## config.mk

```make
export PLATFORM = sky130hd
export DESIGN_NAME = mpss_bus_arb
export DESIGN_NICKNAME = d
export VERILOG_FILES = /design/src/rtl/mpss_bus_pkg.sv /design/src/rtl/mpss_resp_fifo.sv /design/src/rtl/mpss_bus_arb.sv
export SDC_FILE = /design/constraint.sdc
export NUM_CORES = 1
export LEC_CHECK = 0
export ABC_AREA = 1
export CAP_MARGIN = 15
export CELL_PAD_IN_SITES_DETAIL_PLACEMENT = 0
export CELL_PAD_IN_SITES_GLOBAL_PLACEMENT = 1
export CORE_AREA = 2 2 165 167
export CTS_BUF_LIST = sky130_fd_sc_hd__clkbuf_2
export CTS_CLUSTER_SIZE = 24
export DETAILED_ROUTE_END_ITERATION = 10
export DIE_AREA = 0 0 167 169
export PLACE_DENSITY_LB_ADDON = 0.1
export SYNTH_ARGS = -nofsm -noshare
export SYNTH_HDL_FRONTEND = slang
export SYNTH_SLANG_ARGS = --single-unit
```

## constraint.sdc

```tcl
create_clock -name clk_i -period 2.8 [get_ports clk_i]
set_input_delay 0.28 -clock clk_i [delete_from_list [all_inputs] [get_ports clk_i]]
set_output_delay 0.28 -clock clk_i [all_outputs]
set_load 0.005 [all_outputs]
```

## src/rtl/mpss_bus_pkg.sv

```systemverilog
// Shared widths and arbitration-mode constants for the multi-master bus arbiter.
package mpss_bus_pkg;

    localparam int ADDR_W     = 32;
    localparam int DATA_W     = 32;
    localparam int BE_W       = 4;

    localparam int PRIO_RR    = 0;
    localparam int PRIO_FIXED = 1;

    // Index width that stays at least one bit wide for degenerate counts.
    function automatic int idx_w(input int n);
        return (n > 1) ? $clog2(n) : 1;
    endfunction

endpackage

```

## src/rtl/mpss_resp_fifo.sv

```systemverilog
// Read-response routing FIFO holding the master index of each outstanding read.
// Latency: head visible combinationally; push/pop take effect on the next edge; caller never pushes when full.
module mpss_resp_fifo #(
    parameter int WIDTH = 2,
    parameter int DEPTH = 4
) (
    input  logic                     clk_i,
    input  logic                     rst_i,
    input  logic                     push_i,
    input  logic [WIDTH-1:0]         push_dat_i,
    input  logic                     pop_i,
    output logic [WIDTH-1:0]         head_dat_o,
    output logic [$clog2(DEPTH):0]   cnt_o
);

    localparam int AW = $clog2(DEPTH);

    logic [WIDTH-1:0] mem [DEPTH];
    logic [AW-1:0]    wr_ptr;
    logic [AW-1:0]    rd_ptr;

    always_ff @(posedge clk_i) begin
        if (push_i) begin
            mem[wr_ptr] <= push_dat_i;
        end
    end

    // DEPTH is a power of two, so the pointers wrap by plain overflow.
    always_ff @(posedge clk_i or posedge rst_i) begin
        if (rst_i) begin
            wr_ptr <= '0;
            rd_ptr <= '0;
            cnt_o  <= '0;
        end else begin
            if (push_i) wr_ptr <= wr_ptr + 1'b1;
            if (pop_i)  rd_ptr <= rd_ptr + 1'b1;
            case ({push_i, pop_i})
                2'b10:   cnt_o <= cnt_o + 1'b1;
                2'b01:   cnt_o <= cnt_o - 1'b1;
                default: cnt_o <= cnt_o;
            endcase
        end
    end

    assign head_dat_o = mem[rd_ptr];

endmodule

```

## src/rtl/mpss_bus_arb.sv

```systemverilog
// N-master to one-slave bus arbiter (round-robin or fixed priority) with in-order read-response routing.
// Latency: request/ack/response paths are combinational; a read at the outstanding limit stalls the whole bus.
module mpss_bus_arb
    import mpss_bus_pkg::*;
#(
    parameter int M_NUM       = 4,
    parameter int OUTST_DEPTH = 4,
    parameter int PRIO_MODE   = 0
) (
    input  logic                   clk_i,
    input  logic                   rst_i,
    input  logic [M_NUM-1:0]       m_req_i,
    input  logic [M_NUM-1:0]       m_we_i,
    input  logic [M_NUM*32-1:0]    m_addr_bi,
    input  logic [M_NUM*32-1:0]    m_wdata_bi,
    input  logic [M_NUM*4-1:0]     m_be_i,
    output logic [M_NUM-1:0]       m_ack_o,
    output logic [M_NUM-1:0]       m_resp_o,
    output logic [DATA_W-1:0]      m_rdata_bo,
    output logic                   s_req_o,
    output logic                   s_we_o,
    output logic [ADDR_W-1:0]      s_addr_bo,
    output logic [DATA_W-1:0]      s_wdata_bo,
    output logic [BE_W-1:0]        s_be_o,
    input  logic                   s_ack_i,
    input  logic                   s_resp_i,
    input  logic [DATA_W-1:0]      s_rdata_bi,
    output logic                   err_o
);

    localparam int IW = idx_w(M_NUM);
    localparam int CW = $clog2(OUTST_DEPTH) + 1;

    logic [IW-1:0] rr_ptr;
    logic [IW-1:0] g;
    logic [IW-1:0] head;
    logic [CW-1:0] cnt;
    logic          found;
    logic          any_req;
    logic          g_we;
    logic          rd_stall;
    logic          accept;
    logic          push;
    logic          pop;

    // Scan upward from rr_ptr (or from 0 in fixed mode); first requester wins.
    always_comb begin
        g     = '0;
        found = 1'b0;
        for (int i = 0; i < M_NUM; i++) begin
            int            idx;
            logic [IW-1:0] cand;
            idx = (PRIO_MODE == PRIO_FIXED) ? i : int'(rr_ptr) + i;
            if (idx >= M_NUM) idx = idx - M_NUM;
            cand = IW'(idx);
            if (!found && m_req_i[cand]) begin
                found = 1'b1;
                g     = cand;
            end
        end
    end

    assign any_req  = |m_req_i;
    assign g_we     = m_we_i[g];
    // A read at the limit blocks the bus even if a response frees a slot this cycle.
    assign rd_stall = !g_we && (cnt == CW'(OUTST_DEPTH));
    assign s_req_o  = any_req && !rd_stall;
    assign accept   = s_req_o && s_ack_i;
    assign push     = accept && !g_we;
    assign pop      = s_resp_i && (cnt != '0);

    always_comb begin
        s_we_o     = 1'b0;
        s_addr_bo  = '0;
        s_wdata_bo = '0;
        s_be_o     = '0;
        if (s_req_o) begin
            s_we_o     = g_we;
            s_addr_bo  = m_addr_bi[int'(g)*ADDR_W +: ADDR_W];
            s_wdata_bo = m_wdata_bi[int'(g)*DATA_W +: DATA_W];
            s_be_o     = m_be_i[int'(g)*BE_W +: BE_W];
        end
    end

    always_comb begin
        m_ack_o  = '0;
        m_resp_o = '0;
        if (accept) m_ack_o[g]    = 1'b1;
        if (pop)    m_resp_o[head] = 1'b1;
    end

    assign m_rdata_bo = s_rdata_bi;

    always_ff @(posedge clk_i or posedge rst_i) begin
        if (rst_i) begin
            rr_ptr <= '0;
            err_o  <= 1'b0;
        end else begin
            if (accept) rr_ptr <= (int'(g) == M_NUM - 1) ? '0 : g + 1'b1;
            if (s_resp_i && (cnt == '0)) err_o <= 1'b1;
        end
    end

    mpss_resp_fifo #(
        .WIDTH (IW),
        .DEPTH (OUTST_DEPTH)
    ) u_resp_fifo (
        .clk_i      (clk_i),
        .rst_i      (rst_i),
        .push_i     (push),
        .push_dat_i (g),
        .pop_i      (pop),
        .head_dat_o (head),
        .cnt_o      (cnt)
    );

endmodule

```

Word-level counts from Yosys, hierarchy flattened
Memory sizes are Yosys's and may differ from the RTL's. Cells that the tools add are included.

Word-level logic and storage cells: 92. Memories: 1. Register bits: 10. Output and inout port bits: 111. Memory bits (writable): 8. Input bits: 316.

Equal/unequal tests: 4. Multiplexer cells: 35. Add/sub/neg operators: 12. Shifts and indexed selects: 3. Magnitude comparators: 12. Reduce and logical (&&, ||, !) cells: 20.

Memories: u_resp_fifo.mem (depth 4, width 2, rd ports 1, clocked after Yosys merged registers in 0, wr ports 1, RTL line mpss_resp_fifo.sv:18) `logic [WIDTH-1:0] mem [DEPTH];`.

Operators by type and width (count): $shiftx A128 B8 Y32 (2); $mux W32 (2); $lt A2 B3 Y1 const B (6); $mux W2 (9); $shiftx A16 B5 Y4 (1); $mux W1 (13); $mux W4 (3); $logic_and A1 B1 Y1 (11); $bmux W1 S2 (5); $ge A3 B3 Y1 const B (3); $sub A2 B1 Y2 const B (4); $add A2 B1 Y2 const B (3); $add A2 B2 Y3 const B (2); $pmux W3 S2 (1); $logic_not A1 Y1 (5); $demux W1 S2 (2); $eq A2 B1 Y1 const B (2); $ge A2 B1 Y1 const B (2); $reduce_or A4 Y1 (1); $add A2 B1 Y3 const B (1); $add A3 B1 Y3 const B (1); $eq A3 B3 Y1 const B (1); $ge A2 B3 Y1 const B (1); $logic_not A3 Y1 (1); other kinds (4) (4).

Longest topological paths before layout
Gate-level depths: netlist of run 1.

Depth after elaboration: 24. Mapped depth: 21. Gate-level depth less buffers: 20.

Hierarchy
Synthesis of run 1 repeated with hierarchy kept, for this count alone.

Cell total of the unflattened synthesis: 670. Area, all modules: 3918.8 µm².

Modules (own cells, without submodules): mpss_bus_arb (cells each 599, sequential area each 75.1 µm², area an instance 3180.6 µm², times used 1); mpss_resp_fifo (cells each 71, sequential area each 415.4 µm², area an instance 738.2 µm², times used 1).

Worst setup path after synthesis of run 1
No wires, ideal clock.

Path kind: reg2reg. From: register rr_ptr[0]. To: register u_resp_fifo.cnt_o[2]. Data arrival time: 2.494 ns. Path buffers: 1. Cell stages (with the launch flop): 19. Period minus slack after synthesis: 2.625 ns. Path slack: 0.175 ns. Path through: dfrtp_1 > buf_4 > inv_4 > nand2_1 > nand3_1 > nand2_2 > nor2_4 > nand4_1 > nand2_2 > inv_1 > nand3_1 > nand2_2 > nand4_2 > ha_1 > inv_1 > fa_1 > a21oi_1 > o21ai_0 > xor2_1.

Word-level cells in the longest chain between the ends: 24. Elaborated cells on any way between the ends: 48. Classes of those cells: add/sub: 7; order compare: 4; eq/ne: 2; mux: 22; reduce/logical: 13.

Ends and longest elaborated chain: from (decl) (RTL line mpss_bus_arb.sv:34) `logic [IW-1:0] rr_ptr;`; from (signal assigned) (RTL line mpss_bus_arb.sv:99) `if (accept) rr_ptr <= (int'(g) == M_NUM - 1) ? '0 : g + 1'b1;`; branches (longest 13 deep; another with $add A2 B1 Y3); $mux W2 * (RTL line mpss_bus_arb.sv:56) `if (!found && m_req_i[cand]) begin`; via g[1] (RTL line mpss_bus_arb.sv:35) `logic [IW-1:0] g;`; $bmux W1 S2 * (RTL line mpss_bus_arb.sv:64) `assign g_we = m_we_i[g];`; $mux W1 (implied by the code) * (RTL line mpss_bus_arb.sv:64); $logic_not A1 Y1 * (RTL line mpss_bus_arb.sv:66, mpss_bus_arb.sv:69); $logic_and A1 B1 Y1 (RTL line mpss_bus_arb.sv:66) `assign rd_stall = !g_we && (cnt == CW'(OUTST_DEPTH));`; $logic_not A1 Y1 (RTL line mpss_bus_arb.sv:67) `assign s_req_o = any_req && !rd_stall;`; $logic_and A1 B1 Y1 (RTL line mpss_bus_arb.sv:67); $logic_and A1 B1 Y1 (RTL line mpss_bus_arb.sv:68) `assign accept = s_req_o && s_ack_i;`; $logic_and A1 B1 Y1 * (RTL line mpss_bus_arb.sv:69) `assign push = accept && !g_we;`; $eq A2 B1 Y1 or $eq A2 B2 Y1 (tied branches) (RTL line mpss_resp_fifo.sv:37) `case ({push_i, pop_i})`; $pmux W3 S2 or $reduce_bool A2 Y1 (tied branches); to (signal assigned) (RTL line mpss_resp_fifo.sv:38) `2'b10: cnt_o <= cnt_o + 1'b1;`; to (signal assigned) (RTL line mpss_resp_fifo.sv:39) `2'b01: cnt_o <= cnt_o - 1'b1;`; to (signal assigned) (RTL line mpss_resp_fifo.sv:40) `default: cnt_o <= cnt_o;`; to (decl) (RTL line mpss_resp_fifo.sv:13) `output logic [$clog2(DEPTH):0] cnt_o`.

Mark *: on every way through the listed nets, which the timed path passes. The select of a mux whose other input is x is not followed. A chain may end at the register's enable or synchronous reset.

Final worst setup path of run 1
From: register rr_ptr[0]. To: output port s_wdata_bo[23].

Word-level cells in the longest chain between the ends: 21. Elaborated cells on any way between the ends: 44. Classes of those cells: add/sub: 7; order compare: 4; shift: 1; mux: 22; reduce/logical: 10.

Ends and longest elaborated chain: branches (longest 13 deep; another with $add A2 B1 Y3); $mux W2 * (RTL line mpss_bus_arb.sv:56); via g[1] (RTL line mpss_bus_arb.sv:35); branches (longest 6 deep; another with $shiftx A128 B8 Y32); $mux W32 * (RTL line mpss_bus_arb.sv:77) `if (s_req_o) begin`; to (decl) (RTL line mpss_bus_arb.sv:23) `output logic [DATA_W-1:0] s_wdata_bo,`.

Marks and branches as above.

==> impl_metrics.env, run 1 <==
export IMPL_grt_ovfl_total=0
export IMPL_leakage_nw=3.73
export IMPL_power_density_mw_per_mm2=1960
export IMPL_portBuffers=362
export IMPL_cp_required_ns=2.52
export IMPL_outcome="finished with violations"
export IMPL_wl_met1_um=10100
export IMPL_seq_area_frac_synth_pct=12.6
export IMPL_stdcell_area_mm2=0.00921
export IMPL_vias=5861
export IMPL_synth_commonest_cells="155 x nor2_1, 126 x o21ai_0, 68 x o21bai_1"
export IMPL_synth_ff_type="dfrtp_1"
export IMPL_highest_layer="met4"
export IMPL_syn_area_per_cell_um2=5.85
export IMPL_r2r_start="rr_ptr[0]$_DFFE_PP0N_"
export IMPL_antenna_found_initial=2
export IMPL_critPathLaunch="rr_ptr[0]$_DFFE_PP0N_"
export IMPL_multi_input_area_mm2=0.00347
export IMPL_stdcell_count=1382
export IMPL_post_drt_wl_per_cell_um=19.4
export IMPL_core_area_mm2=0.0265
export IMPL_min_period_ns=2.96
export IMPL_grt_first_pass_wirelength_um=35800
export IMPL_area_delta_synth_final_pct=137
export IMPL_crit_fanout=8
export IMPL_path_clk_slew_ns=0.17
export IMPL_drtIter0Drc=196
export IMPL_cts_hold_buf=0
export IMPL_rows=60
export IMPL_finalPower_mw=18.1
export IMPL_max_slew_margin_pct=71.8
export IMPL_start_kind="register"
export IMPL_place_hpwl_um=19900
export IMPL_max_freq_mhz=338
export IMPL_final_max_slew_viol_count=0
export IMPL_wl_met2_um=14100
export IMPL_clock_latency_ns=0.29
export IMPL_crit_path_end_kind="output port"
export IMPL_clock_sinks=18
export IMPL_yosysUniqueCellTypes=30
export IMPL_firstDrtPassIters=4
export IMPL_place_congestion=0.778
export IMPL_syn_inst=665
export IMPL_rsz0062_at_grt="true"
export IMPL_setup_viol=71
export IMPL_die_x_um=167
export IMPL_final_seq_area_um2=493
export IMPL_postRouteAntennaNets=0
export IMPL_max_vdd_ir_drop_mv=0.880
export IMPL_num_nets_final=1367
export IMPL_cts_root_buf="clkbuf_2"
export IMPL_fin_crit_sh_pct=106
export IMPL_worst_ep_arrival_time_ns=2.68
export IMPL_hp_class="in2async"
export IMPL_tritoncts="yes"
export IMPL_drc=0
export IMPL_fin_util_pct=34.7
export IMPL_grt_pass1_vias=5868
export IMPL_async_reset_ff_share_pct=55.6
export IMPL_skew_ns=0.00261
export IMPL_grt_max_degree=49
export IMPL_syn_nets=991
export IMPL_syn_area_mm2=0.00389
export IMPL_drive_gt1_share_pct=31.3
export IMPL_setup_ws_ns=-0.161
export IMPL_maxCapViolCount=0
export IMPL_worst_slew_pin_slew_ns=0.422
export IMPL_track_usage_pct=16.4
export IMPL_yosysTopAreaCell="o21ai_0"
export IMPL_cts_buffers_inserted=3
export IMPL_criticalPathCategory="reg2out"
export IMPL_die_h_um=169
export IMPL_ios=427
export IMPL_dp_cells=1330
export IMPL_routed_wl_um=26800
export IMPL_route_met3_wl_um=2060
export IMPL_dp_slack_ns=-0.513
export IMPL_ys_ff_latch=18
export IMPL_synth_top_area_share_pct=16.2
export IMPL_h_tree_depth=1
export IMPL_synth_edf_count=8
export IMPL_synth_most_common_cell="nor2_1"
export IMPL_start_util_pct=14.7
export IMPL_ys_warn_count=0
export IMPL_die_area_mm2=0.0282
export IMPL_violations="setup timing"
export IMPL_cts_max_path_buffers=2
export IMPL_fill_cells=2856
export IMPL_synth_area_leaders="o21ai_0 16%, nor2_1 15%, o21bai_1 13%"
export IMPL_place_area_mm2=0.00792
export IMPL_finalHoldViolations=0
export IMPL_via_per_inst=4.24
state kept, by name, summed over array words and instances, names as in the netlist:
name,cells
u_resp_fifo.rd_ptr,2
rr_ptr,2
u_resp_fifo.wr_ptr,2
u_resp_fifo.cnt_o,3
u_resp_fifo.mem,8
err_o,1
stage by stage:
stage	hold WS (ns)	setup TNS [ns]
after floorplan	0.120	0
after global placement	0.458	-26.45
after detailed placement	0.491	-26.48
after CTS	0.242	-19.69
after global routing	0.252	-23.40
final	0.253	-7.11
final timing paths:
kind | to | slack, ns | depth (start not counted)
worst max-delay path | s_wdata_bo[23] | -0.16 | 17
worst min-delay path | rr_ptr[0]$_DFFE_PP0N_ | 0.25 | 2
worst max register to register | u_resp_fifo.cnt_o[2]$_DFFE_PP0P_ | -0.12 | 20
worst min register to register | err_o$_DFFE_PP0P_ | 0.51 | 1
max in group asynchronous | rr_ptr[1]$_DFFE_PP0N_ | 2.24 | 2
min in group clk_i | err_o$_DFFE_PP0P_ | 0.51 | 1
area by class of cell:
type                    count  share of cell area (%)
well taps                 341                    4.63
diodes                      1                  0.0272
repair buffers            456                    50.6
inverters                  32                    1.55
clock inverters             1                  0.0408
flip-flops and latches     18                    5.35
clock buffers               3                   0.163
multi-input cells         530                    37.6
layer usage:
layer	GRT usage, %	vias to the layer above
li1	-	2962
met1	18.0	2629
met2	31.8	244
met3	5.00	26
met4	1.91	0
met5	0	-
cells in the final DEF (no fill, tap or decap), types with 11 or more instances in the layout:
master / count
clkdlybuf4s50_1: 288
nor2_1: 138
o21ai_0: 82
buf_2: 65
o21bai_1: 50
a21oi_2: 48
nand2_1: 43
o21ai_1: 35
buf_4: 31
buf_6: 26
inv_1: 25
o21ai_2: 20
nor2_2: 15
o21bai_4: 14
buf_12: 14
a21oi_1: 12
nand2_2: 11
power breakdown:
part | internal [mW] | switching, mW
combinational | 8.74 | 8.68
clock | 0.0311 | 0.0780
sequential | 0.432 | 0.0943
total | 9.21 | 8.85
repair_timing:
action	in CTS	in global routing
gates cloned	5	12
pin swaps	11	29
endpoints found under the setup margin	76	77
resized for setup	213	322
setup buffers	15	20
cells by family (layout without fill, tap and decap cells):
kind of cell / Yosys count / after routing / synth area share [%]
AO/OA/AOI/OAI: 278 / 278 / 41.2
XOR/XNOR: 3 / 3 / 0.675
adder cells (fa/ha/maj): 10 / 10 / 3.41
buffers and inverters: 117 / 492 / 16.9
flip-flops: 18 / 18 / 12.6
other: 0 / 1 / 0
AND/OR/NAND/NOR: 239 / 239 / 25.3
worst max-delay path, cell delays in order (launching register included):
cell and delay, ns:
dfrtp_2 0.50, buf_6 0.16, nand2_2 0.05, nand2_2 0.06
nand2_2 0.07, nand2_4 0.06, nor2_4 0.17, nand4_1 0.17
nand2_4 0.16, inv_2 0.05, nand3_2 0.06, nand2_2 0.08
nand2_4 0.10, nand2_8 0.11, buf_6 0.16, clkbuf_16 0.17
a21oi_2 0.10, buf_2 0.15
Power figures use the tool's default switching activity.
==> inputs of run 2 (changes only) <==
GPL_ROUTABILITY_DRIVEN = 0   (was not set)
SKIP_LAST_GASP = 1   (was not set)
==> impl_metrics.env, run 2 (synthesis results as in run 1) <==
export IMPL_outcome="finished with violations"
export IMPL_violations="setup timing"
export IMPL_final_common_cell="clkdlybuf4s50_1"
export IMPL_cp_num_buf_inv=6
export IMPL_drc=0
export IMPL_path_cells="buf_6, nand2_2, nand2_2, nand2_2, nand2_4, nor2_4, nand4_1, nand2_4, inv_2, nand3_2, nand2_2, nand2_4, nand2_8, buf_6, clkbuf_16, buf_8, a21oi_2, buf_2"
export IMPL_leakage_nw=3.78
export IMPL_grt_max_degree=49
export IMPL_via_per_inst=4.23
export IMPL_cpMaxStageDelayCell="dfrtp_2"
export IMPL_power_density_mw_per_mm2=1910
export IMPL_area_delta_synth_final_pct=131
export IMPL_cts_buffers_inserted=3
export IMPL_cts_max_path_buffers=2
export IMPL_mostFrequentLayoutCells="288 x clkdlybuf4s50_1, 145 x nor2_1, 98 x o21ai_0"
export IMPL_hp_class="in2async"
export IMPL_antenna_found_initial=1
export IMPL_rsz0062_at_grt="true"
export IMPL_place_hpwl_um=19900
export IMPL_final_max_slew_viol_count=0
export IMPL_drive_gt1_share_pct=26.1
export IMPL_ios=427
export IMPL_cts_root_buf="clkbuf_2"
export IMPL_die_h_um=169
export IMPL_setup_viol=74
export IMPL_path_clk_slew_ns=0.17
export IMPL_skew_ns=0.00282
export IMPL_grt_ovfl_total=0
export IMPL_clock_latency_ns=0.29
export IMPL_stdcell_count=1382
export IMPL_dp_cells=1330
export IMPL_firstDrtPassIters=4
export IMPL_fin_crit_sh_pct=109
export IMPL_clock_sinks=18
export IMPL_die_x_um=167
export IMPL_dp_slack_ns=-0.513
export IMPL_max_stage_delay_ns=0.50
export IMPL_crit_fanout=7
export IMPL_max_freq_mhz=329
export IMPL_routed_wl_um=26600
export IMPL_reg_top3="u_resp_fifo.mem (8), u_resp_fifo.cnt_o (3)"
export IMPL_worst_slew_pin_slew_ns=0.422
export IMPL_setup_ws_ns=-0.240
export IMPL_finalHoldViolations=0
export IMPL_post_drt_wl_per_cell_um=19.3
export IMPL_drtIter0Drc=180
export IMPL_tritoncts="yes"
export IMPL_cp_required_ns=2.52
export IMPL_start_kind="register"
export IMPL_core_area_mm2=0.0265
export IMPL_worst_ep_arrival_time_ns=2.76
export IMPL_largest_reg_flops=8
export IMPL_crit_top_cell="nand2_2"
export IMPL_track_usage_pct=16.4
export IMPL_grt_first_pass_wirelength_um=35800
export IMPL_num_nets_final=1367
export IMPL_fill_cells=2871
export IMPL_max_slew_margin_pct=71.6
export IMPL_start_util_pct=14.7
export IMPL_die_area_mm2=0.0282
export IMPL_criticalPathCategory="reg2out"
export IMPL_crit_path_end_kind="output port"
export IMPL_critPathTopFamily="simple AND/OR/NAND/NOR gates"
export IMPL_vias=5848
export IMPL_portBuffers=362
export IMPL_h_tree_depth=1
export IMPL_min_period_ns=3.04
export IMPL_max_vdd_ir_drop_mv=0.741
export IMPL_maxCapViolCount=0
export IMPL_grt_pass1_vias=5861
export IMPL_max_flop_register="u_resp_fifo.mem"
export IMPL_postRouteAntennaNets=0
export IMPL_rows=60
-- run 2: worst paths after layout --
check / slack (ns) / cells past startpoint / end / from
setup / recovery: -0.24 / 18 / s_wdata_bo[27] / rr_ptr[0]$_DFFE_PP0N_
hold / removal: 0.25 / 2 / rr_ptr[0]$_DFFE_PP0N_ / rst_i
setup reg to reg: -0.16 / 20 / u_resp_fifo.cnt_o[2]$_DFFE_PP0P_ / rr_ptr[0]$_DFFE_PP0N_
hold reg to reg: 0.51 / 1 / err_o$_DFFE_PP0P_ / err_o$_DFFE_PP0P_
max in group asynchronous: 2.23 / 2 / rr_ptr[1]$_DFFE_PP0N_ / rst_i
min in group clk_i: 0.51 / 1 / err_o$_DFFE_PP0P_ / err_o$_DFFE_PP0P_
-- run 2: timing repair --
| action | CTS | global route |
|---|---|---|
| pin swaps | 9 | 21 |
| hold buffers | 0 | 0 |
| gates cloned | 5 | 10 |
| setup endpoints to repair | 76 | 77 |
| buffers inserted | 15 | 19 |
| gates resized for setup | 166 | 261 |
-- run 2: through the flow --
step | area [um2] | power, mW | setup TNS, ns | util (%) | hold WS (ns)
floorplan | 3890 | 7.29 | 0 | - | 0.120
global placement | 7920 | 14.7 | -26.45 | 29.9 | 0.458
detailed placement | 7920 | 14.5 | -26.48 | 29.9 | 0.491
CTS | 8340 | 15.7 | -22.69 | 31.5 | 0.242
global route | 8990 | 18.7 | -27.42 | 33.9 | 0.252
finish | 8990 | 17.1 | -9.65 | 33.9 | 0.254
-- run 2: layout make-up --
class | count | area, um2 | area share (%)
Tap cell | 341 | 427 | 4.74
Antenna cell | 1 | 2.50 | 0.0278
Clock buffer | 3 | 15.0 | 0.167
Inverter | 32 | 143 | 1.59
Multi-Input combinational cell | 530 | 3200 | 35.6
Timing Repair Buffer | 456 | 4710 | 52.4
Clock inverter | 1 | 3.75 | 0.0417
Sequential cell | 18 | 493 | 5.48
-- run 2: metal layers --
layer	global-route usage, %	routed length, um	up-vias
li1	-	-	2965
met1	18.1	10100	2620
met2	31.7	14200	239
met3	4.93	1980	24
met4	1.91	300	0
met5	0	0	-
-- run 2: report_power, final --
part | internal, mW | switching [mW] | total (mW)
sequential | 0.432 | 0.0982 | 0.530
clock | 0.0311 | 0.0779 | 0.109
combinational | 8.27 | 8.24 | 16.5
total | 8.73 | 8.42 | 17.1
==> inputs of run 3 (changes only) <==
ABC_AREA = not set   (was 1)
CTS_CLUSTER_SIZE = 16   (was 24)
==> impl_metrics.env, run 3 <==
export IMPL_place_area_mm2=0.00791
export IMPL_core_area_mm2=0.0265
export IMPL_place_hpwl_um=18800
export IMPL_power_density_mw_per_mm2=743
export IMPL_yosysTopAreaCell="mux2i_1"
export IMPL_start_kind="register"
export IMPL_seq_area_frac_synth_pct=13.2
export IMPL_die_x_um=167
export IMPL_hp_class="in2async"
export IMPL_worst_ep_arrival_time_ns=2.55
export IMPL_postRouteAntennaNets=0
export IMPL_max_vdd_ir_drop_mv=0.364
export IMPL_worst_slew_pin_slew_ns=0.499
export IMPL_syn_area_per_cell_um2=7.20
export IMPL_grt_ovfl_total=0
export IMPL_finalHoldViolations=0
export IMPL_setup_ws_ns=-0.0332
export IMPL_max_slew_margin_pct=66.7
export IMPL_track_usage_pct=15.9
export IMPL_die_h_um=169
export IMPL_reg_top3="u_resp_fifo.mem (8), u_resp_fifo.cnt_o (3)"
export IMPL_cp_required_ns=2.52
export IMPL_max_flop_register="u_resp_fifo.mem"
export IMPL_crit_fanout=8
export IMPL_holdWs_ns=0.250
export IMPL_dp_cells=1197
export IMPL_skew_ns=0.000774
export IMPL_max_freq_mhz=353
export IMPL_syn_inst=517
export IMPL_via_per_inst=4.23
export IMPL_firstDrtPassIters=4
export IMPL_grt_max_degree=51
export IMPL_stdcell_count=1260
export IMPL_rsz0062_at_grt="true"
export IMPL_stdcell_area_mm2=0.00876
export IMPL_fin_util_pct=33.1
export IMPL_grt_busiest_layer="met2"
export IMPL_cts_hold_buf=0
export IMPL_h_tree_depth=1
export IMPL_syn_nets=843
export IMPL_outcome="finished with violations"
export IMPL_portBuffers=362
export IMPL_criticalPathCategory="reg2out"
export IMPL_synth_area_leaders="mux2i_1 19%, nand2_1 14%, a211oi_1 12%"
export IMPL_met1_usage_pct=18.1
export IMPL_path_clk_slew_ns=0.17
export IMPL_area_delta_synth_final_pct=135
export IMPL_fin_tns_setup_ns=-0.286
export IMPL_routed_wl_um=25000
export IMPL_grt_pass1_vias=5474
export IMPL_synth_top_area_share_pct=19.1
export IMPL_vias=5328
export IMPL_dp_slack_ns=-0.419
export IMPL_synth_commonest_cells="139 x nand2_1, 71 x mux2i_1, 70 x and3_1"
export IMPL_synth_edf_count=8
export IMPL_leakage_nw=3.95
export IMPL_grtUsageMet2_pct=31.2
export IMPL_setup_viol=26
export IMPL_grtUsageMet3_pct=3.83
export IMPL_final_common_cell="clkdlybuf4s50_1"
export IMPL_ys_ff_latch=18
export IMPL_antenna_found_initial=2
export IMPL_maxCapViolCount=0
export IMPL_cts_root_buf="clkbuf_2"
export IMPL_drive_gt1_share_pct=28.3
export IMPL_min_period_ns=2.83
export IMPL_mostFrequentLayoutCells="286 x clkdlybuf4s50_1, 138 x nand2_1, 69 x mux2i_1"
export IMPL_drtIter0Drc=125
export IMPL_final_max_slew_viol_count=0
export IMPL_crit_path_end_kind="output port"
export IMPL_tritoncts="yes"
export IMPL_grt_first_pass_wirelength_um=34500
export IMPL_async_reset_ff_share_pct=55.6
export IMPL_syn_area_mm2=0.00372
export IMPL_clock_latency_ns=0.30
export IMPL_start_util_pct=14.1
export IMPL_finalPower_mw=6.51
export IMPL_post_drt_wl_per_cell_um=19.8
export IMPL_synth_ff_type="dfrtp_1"
export IMPL_synth_most_common_cell="nand2_1"
export IMPL_fin_crit_sh_pct=101
export IMPL_drc=0
export IMPL_cts_max_path_buffers=2
export IMPL_num_nets_final=1245
export IMPL_ys_warn_count=0
export IMPL_yosysUniqueCellTypes=38
export IMPL_violations="setup timing"
export IMPL_die_area_mm2=0.0282
export IMPL_ios=427
export IMPL_clock_sinks=18
export IMPL_largest_reg_flops=8
export IMPL_rows=60
export IMPL_cts_buffers_inserted=3
==> run 3: per-layer routing <==
layer / wire (um) / part of all wire (%)
met1: 9700 / 39
met4: 105 / 0.42
met2: 13500 / 54
met3: 1700 / 6.8
met5: 0 / 0
==> run 3: cell type report <==
cell class	instances	area, um2
Antenna cell	1	2.50
Clock buffer	3	15.0
Clock inverter	1	3.75
Fill cell	2856	17700
Inverter	16	86.3
Multi-Input combinational cell	407	3040
Sequential cell	18	492
Tap cell	341	427
Timing Repair Buffer	473	4700
==> run 3: worst max-delay path: stages (launching register included) <==
cell       delay, ns
dfrtp_2         0.47
mux2i_2         0.28
o21ai_2         0.12
nor2_4          0.16
buf_12          0.16
clkinv_16       0.07
buf_16          0.16
buf_12          0.14
buf_4           0.14
mux2i_1         0.15
a211oi_2        0.23
buf_2           0.16
==> run 3: worst paths after layout <==
| path | start | to | slack (ns) | depth (start not counted) |
|---|---|---|---|---|
| setup reg to reg | rr_ptr[1]$_DFFE_PP0N_ | u_resp_fifo.cnt_o[2]$_DFFE_PP0P_ | 0.06 | 14 |
| hold reg to reg | err_o$_DFFE_PP0P_ | err_o$_DFFE_PP0P_ | 0.48 | 1 |
| min in group clk_i | err_o$_DFFE_PP0P_ | err_o$_DFFE_PP0P_ | 0.48 | 1 |
| hold / removal | rst_i | err_o$_DFFE_PP0P_ | 0.25 | 2 |
| setup / recovery | rr_ptr[1]$_DFFE_PP0N_ | s_wdata_bo[23] | -0.03 | 11 |
| max in group asynchronous | rst_i | rr_ptr[1]$_DFFE_PP0N_ | 2.24 | 2 |
==> run 3: report_power, final <==
part / total [mW] / internal (mW) / switching (mW)
clock network: 0.112 / 0.0311 / 0.0811
logic: 5.93 / 3.25 / 2.67
registers: 0.472 / 0.387 / 0.0847
==> run 3: cells by family (layout without fill, tap and decap cells) <==
logic type / count (synthesis) / after routing / share of synthesized area, %
AOI/OAI and AO/OA: 84 / 84 / 18.5
xor gates and xnor gates: 6 / 6 / 1.41
adders and majority gates: 10 / 10 / 3.56
buffers and inverters: 92 / 493 / 13.4
DFF: 18 / 18 / 13.2
muxes: 75 / 75 / 20.9
other: 0 / 1 / 0
and+or+nand+nor: 232 / 232 / 29.1
==> run 3: timing repair <==
action                                  in CTS  in global routing
endpoints found under the setup margin      76                 75
pin swaps                                   10                 21
buffers inserted                            22                 28
gates cloned                                 7                  7
endpoints found under the hold margin        0                  0
resized for setup                          249                142
